--- src/rtl/rr_mux_scheduler.sv ---
// Round-robin scheduler for a shared 4:1 mux channel: grants one of four
// requesters at a time for bursts of up to MAX_BURST beats onto y.
module rr_mux_scheduler #(
    parameter int DW        = 2,
    parameter int MAX_BURST = 4
) (
    input  logic          clk,
    input  logic          rst,
    input  logic          en,
    input  logic [3:0]    req,
    input  logic [DW-1:0] a,
    input  logic [DW-1:0] b,
    input  logic [DW-1:0] c,
    input  logic [DW-1:0] d,
    output logic [DW-1:0] y,
    output logic          y_valid,
    output logic [1:0]    sel,
    output logic [3:0]    gnt,
    output logic          busy
);

    localparam int CW = $clog2(MAX_BURST) + 1;

    typedef enum logic {
        IDLE,
        GRANT
    } state_t;

    state_t          state;
    logic [CW-1:0]   cnt;
    logic [1:0]      ptr;

    logic [1:0]      arb_base;
    logic [1:0]      scan_idx;
    logic [1:0]      win;
    logic            win_found;
    logic [DW-1:0]   src_data;
    logic            last_beat;
    logic            exit_burst;

    // Scan starts at ptr when idle, and right after the current owner when
    // leaving a burst, so the outgoing source is considered last.
    // NOTE: every signal written in always_comb gets a default first so no latch is inferred.
    always_comb begin
        arb_base  = (state == GRANT) ? sel + 2'd1 : ptr;
        win       = 2'd0;
        win_found = 1'b0;
        scan_idx  = arb_base;
        for (int i = 0; i < 4; i++) begin
            scan_idx = arb_base + 2'(i);
            if (!win_found && req[scan_idx]) begin
                win       = scan_idx;
                win_found = 1'b1;
            end
        end
    end

    always_comb begin
        case (sel)
            2'd0:    src_data = a;
            2'd1:    src_data = b;
            2'd2:    src_data = c;
            default: src_data = d;
        endcase
    end

    assign busy       = (state == GRANT);
    assign y_valid    = busy && en && req[sel];
    assign y          = y_valid ? src_data : '0;
    assign last_beat  = y_valid && (cnt == CW'(MAX_BURST - 1));
    assign exit_burst = busy && ((en && !req[sel]) || last_beat);

    // NOTE: sequential state uses non-blocking assignments only, so every
    // register samples the pre-edge values of its neighbours.
    always_ff @(posedge clk or posedge rst) begin
        if (rst) begin
            state <= IDLE;
            sel   <= 2'd0;
            gnt   <= 4'b0000;
            cnt   <= '0;
            ptr   <= 2'd0;
        end else begin
            case (state)
                IDLE: begin
                    if (en && win_found) begin
                        state <= GRANT;
                        sel   <= win;
                        gnt   <= 4'b0001 << win;
                        cnt   <= '0;
                    end
                end
                GRANT: begin
                    if (exit_burst) begin
                        ptr <= sel + 2'd1;
                        cnt <= '0;
                        // Hand over directly when someone is waiting; no idle bubble.
                        if (win_found) begin
                            sel <= win;
                            gnt <= 4'b0001 << win;
                        end else begin
                            state <= IDLE;
                            gnt   <= 4'b0000;
                        end
                    end else if (y_valid) begin
                        cnt <= cnt + 1'b1;
                    end
                end
                default: begin
                    state <= IDLE;
                    gnt   <= 4'b0000;
                end
            endcase
        end
    end

endmodule

--- config.mk ---
export PLATFORM = sky130hd
export DESIGN_NAME = rr_mux_scheduler
export DESIGN_NICKNAME = d
export VERILOG_FILES = /design/src/rtl/rr_mux_scheduler.sv
export SDC_FILE = /design/constraint.sdc
export NUM_CORES = 1
export LEC_CHECK = 0
export CAP_MARGIN = 10
export CORE_UTILIZATION = 25
export CTS_BUF_LIST = sky130_fd_sc_hd__clkbuf_8
export DETAILED_ROUTE_END_ITERATION = 7
export SKIP_CTS_REPAIR_TIMING = 1
export SYNTH_ARGS = -nofsm -noshare
export SYNTH_HDL_FRONTEND = slang
export SYNTH_SLANG_ARGS = --single-unit
--- constraint.sdc ---
create_clock -name clk -period 2.4 [get_ports clk]
set_input_delay 0.36 -clock clk [delete_from_list [all_inputs] [get_ports clk]]
set_output_delay 0.36 -clock clk [all_outputs]
set_load 0.02 [all_outputs]
==> results.txt, run 1 <==
----------------------------------------------------
[Power and ir drop]
  Power per Cell Area ... 1130 nW/µm²
  Clock power frac ... 16.4%
  Fraction of power consumed by combinational cells ... 57.1%
  Total Power ... 0.00133 W
  Share of power burned in registers ... 26.6%
  Power spent charging and discharging nets ... 0.000525 W
  Fraction of power spent switching nets ... 39.4%
  Leakage Power ... 0.554 nW
  Worst IR Drop VDD ... 0.524 mV
  Cell Int Power ... 0.000809 W

[STA]
  Number of pins exceeding their max-slew limit in the final report ... 0
  Post-route clock skew ... 0.00254 ns
  Final setup vio count ... 0
  Worst-margin pin slew ... 0.449 ns
  Clock period minus worst slack ... 2.07 ns
  Least setup slack across all paths after layout ... 0.328 ns
  Unrepaired setup endpoints after global routing ... no
  Count of final hold-check violations ... 0
  Final period util ... 86.4%
  Maximum frequency from static timing analysis ... 0.483 GHz
  Max_slew headroom ... 70.0%

[Setup path]
  Delay of the slowest cell on the worst path ... 0.41 ns
  Most used cell, CP ... sky130_fd_sc_hd__nor2_1
  Sequence of cells on the critical path ... inv_1, ha_1, a222oi_1, nor2_1, a21oi_1, nor2_1, dlymetal6s2s_1
  CP Data Required Time ... 2.04 ns
  Critical path fanouts, max ... 5
  Startpoint types ... flip-flop
  Setup crit end kind ... output pin
  Arrival time of data at the critical path endpoint ... 1.71 ns
  Crit Path Class ... reg2out
  Slowest CP cell ... sky130_fd_sc_hd__dfrtp_2

[Yosys]
  Top_reg_cell synth ... sky130_fd_sc_hd__dfrtp_1
  Leading cell types by count after synthesis ... 12 x sky130_fd_sc_hd__dfrtp_1, 9 x sky130_fd_sc_hd__o21ai_0
  Share of synthesized registers carrying an async set or reset ... 100%
  Library cell with the highest instance count after synthesis ... sky130_fd_sc_hd__dfrtp_1
  EDFF count, synth ... 0
  Top-area cell type share of the netlist area ... 38.2%
  Post-synth net total ... 101
  Post-synthesis cell type count ... 31
  Syn_area_per_cell ... 9.84 µm²
  Leading cell types by total area after synthesis ... sky130_fd_sc_hd__dfrtp_1 38%, sky130_fd_sc_hd__ha_1 9.5%, sky130_fd_sc_hd__o21ai_0 5.7%
  Number of warnings issued by yosys ... 0
  Cell Area, Synth ... 787 µm²
  Share of the yosys chip area belonging to registers ... 38.2%
  Count of state elements after synthesis ... 12
  Gate count of the mapped netlist ... 80
  Cell type with the largest total area after synthesis ... sky130_fd_sc_hd__dfrtp_1

[Cells and area]
  Share of layout cells above drive strength 1 ... 18.6%
  Post-route standard cell area excluding fillers ... 1180 µm²
  Final Util ... 40.9%
  Final net count ... 135
  Antenna Diode Count ... 0
  P&R area growth vs syn ... 49.6%

[Routing]
  Initial DRC Count ... 43
  Average wire per cell in the routed design ... 11.8 µm
  Via/cell ratio ... 4.72
  Wirelength, routed ... 1.82 mm
  Detail Route Antenna Nets ... 0
  Iteration count of the initial detailed-routing pass ... 4
  Total via count after detailed routing ... 731
  Post-detailed-route DRC marker count ... 0

[CTS]
  Maximum root-to-sink buffer count ... 2
  Clock network latency to the later pin of the worst-skew pair ... 0.24 ns
  Maximum level of the CTS H-tree ... 1
  CTS clock-pin slew for the worst setup and hold paths ... 0.05 ns
  TritonCTS clock tree ... built
  Number of buffers inserted during clock tree synthesis ... 3
  Root Buffer Master ... sky130_fd_sc_hd__clkbuf_8
  Clock sinks ... 12

[Outcome]
  Status ... finished, final reports clean

[Placement]
  Post-placement setup slack ... 0.00861 ns
  Count of port buffers added during placement ... 24
  Gp weighted congestion ... 0.840
  DP HPWL ... 1.46 mm
  Placed instance area ... 1110 µm²

[Die]
  Std cell rows ... 19
  Vertical extent of the die ... 58.1 µm
  Die W ... 58.1 µm
  Area of the die ... 3380 µm²
  Starting density of the core ... 27.4%
  Number of ports placed on the die boundary ... 25
  Core box area ... 2880 µm²

[Global routing]
  Total Routing Usage GR ... 12.0%
  First-pass GRT wire length ... 3.05 mm
  Final global-route overflow total ... 0
  Vias in the first global route ... 708
  Largest net degree at the start of global routing ... 13
  Antenna violations before repair ... 0

[Hold path]
  Worst min path class ... in2async

[Flow run]
  Max-capacitance violation count ... 0

----------------------------------------------------
-- layer usage --
layer | routed length [µm] | part of all wire (%) | vias up | GRT usage [%]
li1 | - | - | 363 | -
met1 | 840 | 46 | 339 | 14.1
met2 | 845 | 46 | 25 | 20.7
met3 | 96 | 5.3 | 4 | 2.46
met4 | 40 | 2.2 | 0 | 6.12
met5 | 0 | 0 | - | 0
-- power by group through the flow --
stage	clock network, W	logic [W]	registers [W]
final	0.000218	0.000761	0.000354
after detailed placement	0	0.000764	0.000356
after global routing	0.000231	0.000834	0.000369
after global placement	0	0.000751	0.000354
after floorplan	0	0.000452	0.000406
after CTS	0.000222	0.000770	0.000355
-- sequential cells by signal, summed over array words and instances (netlist names) --
register,flops
ptr,2
gnt,4
cnt,3
busy,1
sel,2
-- cell usage in the layout, fill, tap and decap left out, drive strengths merged, types with 3 or more instances in the layout --
cell type	count
a21oi	4
buf	6
clkbuf	4
clkdlybuf4s50	21
dfrtp	12
dlymetal6s2s	3
ha	6
inv	6
mux2	3
nand2	7
nand3	5
nor2	6
nor2b	3
o21ai	10
-- kinds of logic (layout without fill, tap and decap cells) --
group	Yosys count	after routing	share of synthesized area, %
and+or+nand+nor	25	25	16.4
buffers and inverters	7	40	4.29
adders and majority gates	6	6	9.54
AOI/OAI and AO/OA	25	25	22.7
DFF	12	12	38.2
muxes	5	5	8.90
-- through the flow --
step	setup TNS, ns	hold WS, ns	instances
2_1_floorplan	0	0.225	80
3_3_place_gp	0	0.474	151
3_5_place_dp	0	0.474	151
4_1_cts	-0.137	0.438	155
5_1_grt	0	0.474	155
6_report	0	0.422	155
-- worst max-delay path, delay by kind of cell, from the launching register on --
family | cells | cell delay, ns
buf+inv | 2 | 0.29
compound gates | 2 | 0.45
fa+ha+maj | 1 | 0.20
simple gates | 2 | 0.12
flops | 1 | 0.41
-- worst paths after layout --
kind	startpoint	end	slack, ns	depth (start not counted)
min in group clk	cnt[2]	cnt[2]	0.48	2
max reg2reg	sel[1]	gnt[0]	0.42	7
max in group asynchronous	rst	sel[1]	1.65	2
min reg2reg	cnt[2]	cnt[2]	0.48	2
min	rst	cnt[0]	0.42	2
max	sel[1]	y[1]	0.33	7
-- layout make-up --
cell class,count,area [µm²]
Sequential cell,12,302
Multi-Input combinational cell,61,453
Fill cell,281,1700
Timing Repair Buffer,30,293
Clock buffer,4,55.1
Inverter,6,22.5
Tap cell,42,52.6
No activity file was read; power rests on OpenSTA's default activity.
==> run 2, diff against run 1 <==
--- a/config.mk
+++ b/config.mk
@@ -9,6 +9,7 @@
 export CORE_UTILIZATION = 25
 export CTS_BUF_LIST = sky130_fd_sc_hd__clkbuf_8
 export DETAILED_ROUTE_END_ITERATION = 7
+export PLACE_DENSITY = 0.48
 export SKIP_CTS_REPAIR_TIMING = 1
 export SYNTH_ARGS = -nofsm -noshare
 export SYNTH_HDL_FRONTEND = slang
==> constraint.sdc (replaced) <==
create_clock -name clk -period 2.1 [get_ports clk]
set_input_delay 0.315 -clock clk [delete_from_list [all_inputs] [get_ports clk]]
set_output_delay 0.315 -clock clk [all_outputs]
set_load 0.02 [all_outputs]
==> results.txt, run 2 (same netlist as run 1, synthesis figures left out) <==
----------------------------------------------------
[STA]
  Number of pins exceeding their max-slew limit in the final report ... 0 (unchanged)
  Final setup vio count ... 0 (unchanged)
  Max_slew headroom ... 69.6% (was 70.0%)
  Least setup slack across all paths after layout ... 0.122 ns (was 0.328 ns)
  Worst-margin pin slew ... 0.455 ns (was 0.449 ns)
  Final hold slack ... 0.377 ns (was 0.422 ns)
  Fin Setup TNS ... 0 ns (unchanged)
  Clock period minus worst slack ... 1.98 ns
  Post-route clock skew ... 0.00275 ns (was 0.00254 ns)
  Final period util ... 94.2%
  Maximum frequency from static timing analysis ... 0.506 GHz
  Count of final hold-check violations ... 0 (unchanged)
  Unrepaired setup endpoints after global routing ... no (unchanged)

[Hold path]
  Worst min path class ... in2async (unchanged)

[CTS]
  Clock network latency to the later pin of the worst-skew pair ... 0.24 ns (about the same)
  Number of buffers inserted during clock tree synthesis ... 3 (unchanged)
  CTS clock-pin slew for the worst setup and hold paths ... 0.05 ns (about the same)
  TritonCTS clock tree ... built (unchanged)
  Maximum root-to-sink buffer count ... 2 (unchanged)
  Root Buffer Master ... sky130_fd_sc_hd__clkbuf_8 (unchanged)
  Clock sinks ... 12 (unchanged)
  Maximum level of the CTS H-tree ... 1 (unchanged)

[Setup path]
  Launching element of the worst setup path ... sel[1] (unchanged)
  Critical path buffer and inverter count ... 1 (was 2)
  Startpoint types ... flip-flop (unchanged)
  Register-to-Register Setup Slack ... 0.12 ns (was 0.42 ns)
  Critical path fanouts, max ... 6 (was 5)
  Reg2reg path depth ... 7 (unchanged)
  R2r endpoint ... gnt[0] (unchanged)
  CP Data Required Time ... 2.23 ns (was 2.04 ns)
  Setup crit end kind ... flip-flop (was output pin)
  Delay of the slowest cell on the worst path ... 0.41 ns (about the same)
  Worst reg2reg startpoint ... sel[1] (unchanged)
  Endpoint of the most critical setup path ... gnt[0] (was y[1])
  Arrival time of data at the critical path endpoint ... 2.10 ns (was 1.71 ns)
  Crit. path cell count ... 7 (unchanged)
  CP delay by family, top ... compound AO/OA/AOI/OAI gates (unchanged)
  Slowest CP cell ... sky130_fd_sc_hd__dfrtp_2 (unchanged)
  Crit Path Class ... reg2reg (was reg2out)
  Sequence of cells on the critical path ... inv_1, ha_1, mux2_4, o211ai_1, a21oi_1, a221o_1, a22o_2 (was inv_1, ha_1, a222oi_1, nor2_1, a21oi_1, nor2_1, dlymetal6s2s_1)

[Cells and area]
  Top Registers ... gnt: 4 flops, cnt: 3 flops (unchanged)
  Final net count ... 144 (was 135)
  Post-route standard cell area excluding fillers ... 1230 µm² (was 1180 µm²)
  Reg with most FFs ... gnt (unchanged)
  Number of flip-flops under the largest register name ... 4 (unchanged)
  Antenna Diode Count ... 0 (unchanged)
  Filler instances ... 303 (was 281)
  P&R area growth vs syn ... 56.9% (was 49.6%)
  Most common cell after layout, fill and taps aside ... sky130_fd_sc_hd__clkdlybuf4s50_1 (unchanged)
  Share of layout cells above drive strength 1 ... 27.0% (was 18.6%)
  Most frequent cells in the layout ... 21 x sky130_fd_sc_hd__clkdlybuf4s50_1, 15 x sky130_fd_sc_hd__buf_4, 11 x sky130_fd_sc_hd__dfrtp_1 (was 21 x sky130_fd_sc_hd__clkdlybuf4s50_1, 11 x sky130_fd_sc_hd__dfrtp_1, 9 x sky130_fd_sc_hd__o21ai_0)

[Global routing]
  Antenna violations before repair ... 0 (unchanged)
  Largest net degree at the start of global routing ... 13 (unchanged)
  First-pass GRT wire length ... 3.39 mm (was 3.05 mm)
  Final global-route overflow total ... 0 (unchanged)
  Total Routing Usage GR ... 13.1% (was 12.0%)
  Vias in the first global route ... 795 (was 708)

[Die]
  Std cell rows ... 19 (unchanged)
  Starting density of the core ... 27.4% (unchanged)
  Core box area ... 2880 µm² (unchanged)
  Die W ... 58.1 µm (unchanged)
  Area of the die ... 3380 µm² (unchanged)
  Vertical extent of the die ... 58.1 µm (unchanged)
  Number of ports placed on the die boundary ... 25 (unchanged)

[Power and ir drop]
  Power per Cell Area ... 1320 nW/µm² (was 1130 nW/µm²)
  Leakage Power ... 0.566 nW (was 0.554 nW)
  Worst IR Drop VDD ... 0.686 mV (was 0.524 mV)

[Routing]
  Detail Route Antenna Nets ... 0 (unchanged)
  Average wire per cell in the routed design ... 11.6 µm (was 11.8 µm)
  Iteration count of the initial detailed-routing pass ... 5 (was 4)
  Post-detailed-route DRC marker count ... 0 (unchanged)
  Via/cell ratio ... 4.61 (was 4.72)
  Wirelength, routed ... 1.91 mm (was 1.82 mm)
  Total via count after detailed routing ... 756 (was 731)
  Initial DRC Count ... 34 (was 43)

[Placement]
  Gp weighted congestion ... 0.681 (was 0.840)
  Post-placement setup slack ... -0.199 ns (was 0.00861 ns)
  Placed instance area ... 1170 µm² (was 1110 µm²)
  DP HPWL ... 1.52 mm (was 1.46 mm)
  Count of port buffers added during placement ... 24 (unchanged)

[Outcome]
  Status ... finished, final reports clean (unchanged)

[Flow run]
  Max-capacitance violation count ... 0 (unchanged)

----------------------------------------------------
[run 2: changes by cell type in the layout (fill, tap and decap cells not counted), sizes merged]
cell	previous run	this run
buf	6	15
clkbuf	4	6
dlymetal6s2s	3	1
[run 2: cell type report]
type / count / area [µm²] / area share, %
Clock buffer: 4 / 55.1 / 4.46
Timing Repair Buffer: 39 / 345 / 28.0
Sequential cell: 12 / 302 / 24.4
Inverter: 6 / 22.5 / 1.82
Tap cell: 42 / 52.6 / 4.26
Multi-Input combinational cell: 61 / 458 / 37.1
[run 2: worst reg2reg max path, cell delays in order, from the launching register on]
cell and delay (ns):
sky130_fd_sc_hd__dfrtp_2 0.41, sky130_fd_sc_hd__inv_1 0.10, sky130_fd_sc_hd__ha_1 0.26, sky130_fd_sc_hd__mux2_4 0.30, sky130_fd_sc_hd__o211ai_1 0.10, sky130_fd_sc_hd__a21oi_1 0.11
sky130_fd_sc_hd__a221o_1 0.33, sky130_fd_sc_hd__a22o_2 0.26
[run 2: worst min path at each step]
stage,endpoint,slack [ns],cells past startpoint,startpoint
after floorplan,busy,0.18,1,rst
after global placement,cnt[2],0.46,2,cnt[2]
after detailed placement,cnt[2],0.48,2,cnt[2]
after CTS,busy,0.39,2,rst
after global routing,gnt[3],0.42,2,rst
final,busy,0.38,2,rst
[run 2: power by group]
part	switching [W]	internal [W]	total (W)
Combinational	0.000468	0.000504	0.000972
Clock	0.0000860	0.000166	0.000252
Sequential	0.0000724	0.000330	0.000402
[run 2: per-stage QoR]
stage | util, % | power [W] | instances
CTS | 42.7 | 0.00163 | 163
global placement | 40.8 | 0.00136 | 159
finish | 42.9 | 0.00163 | 164
detailed placement | 40.8 | 0.00136 | 159
floorplan | - | 0.000981 | 80
global route | 42.9 | 0.00178 | 164
[run 2: per-layer routing]
layer | GRT usage, % | up-vias | part of all wire (%)
met5 | 0 | - | 0
met4 | 3.74 | 0 | 0
met3 | 4.91 | 0 | 8.4
met2 | 22.2 | 28 | 48
met1 | 15.6 | 348 | 44
li1 | - | 380 | -
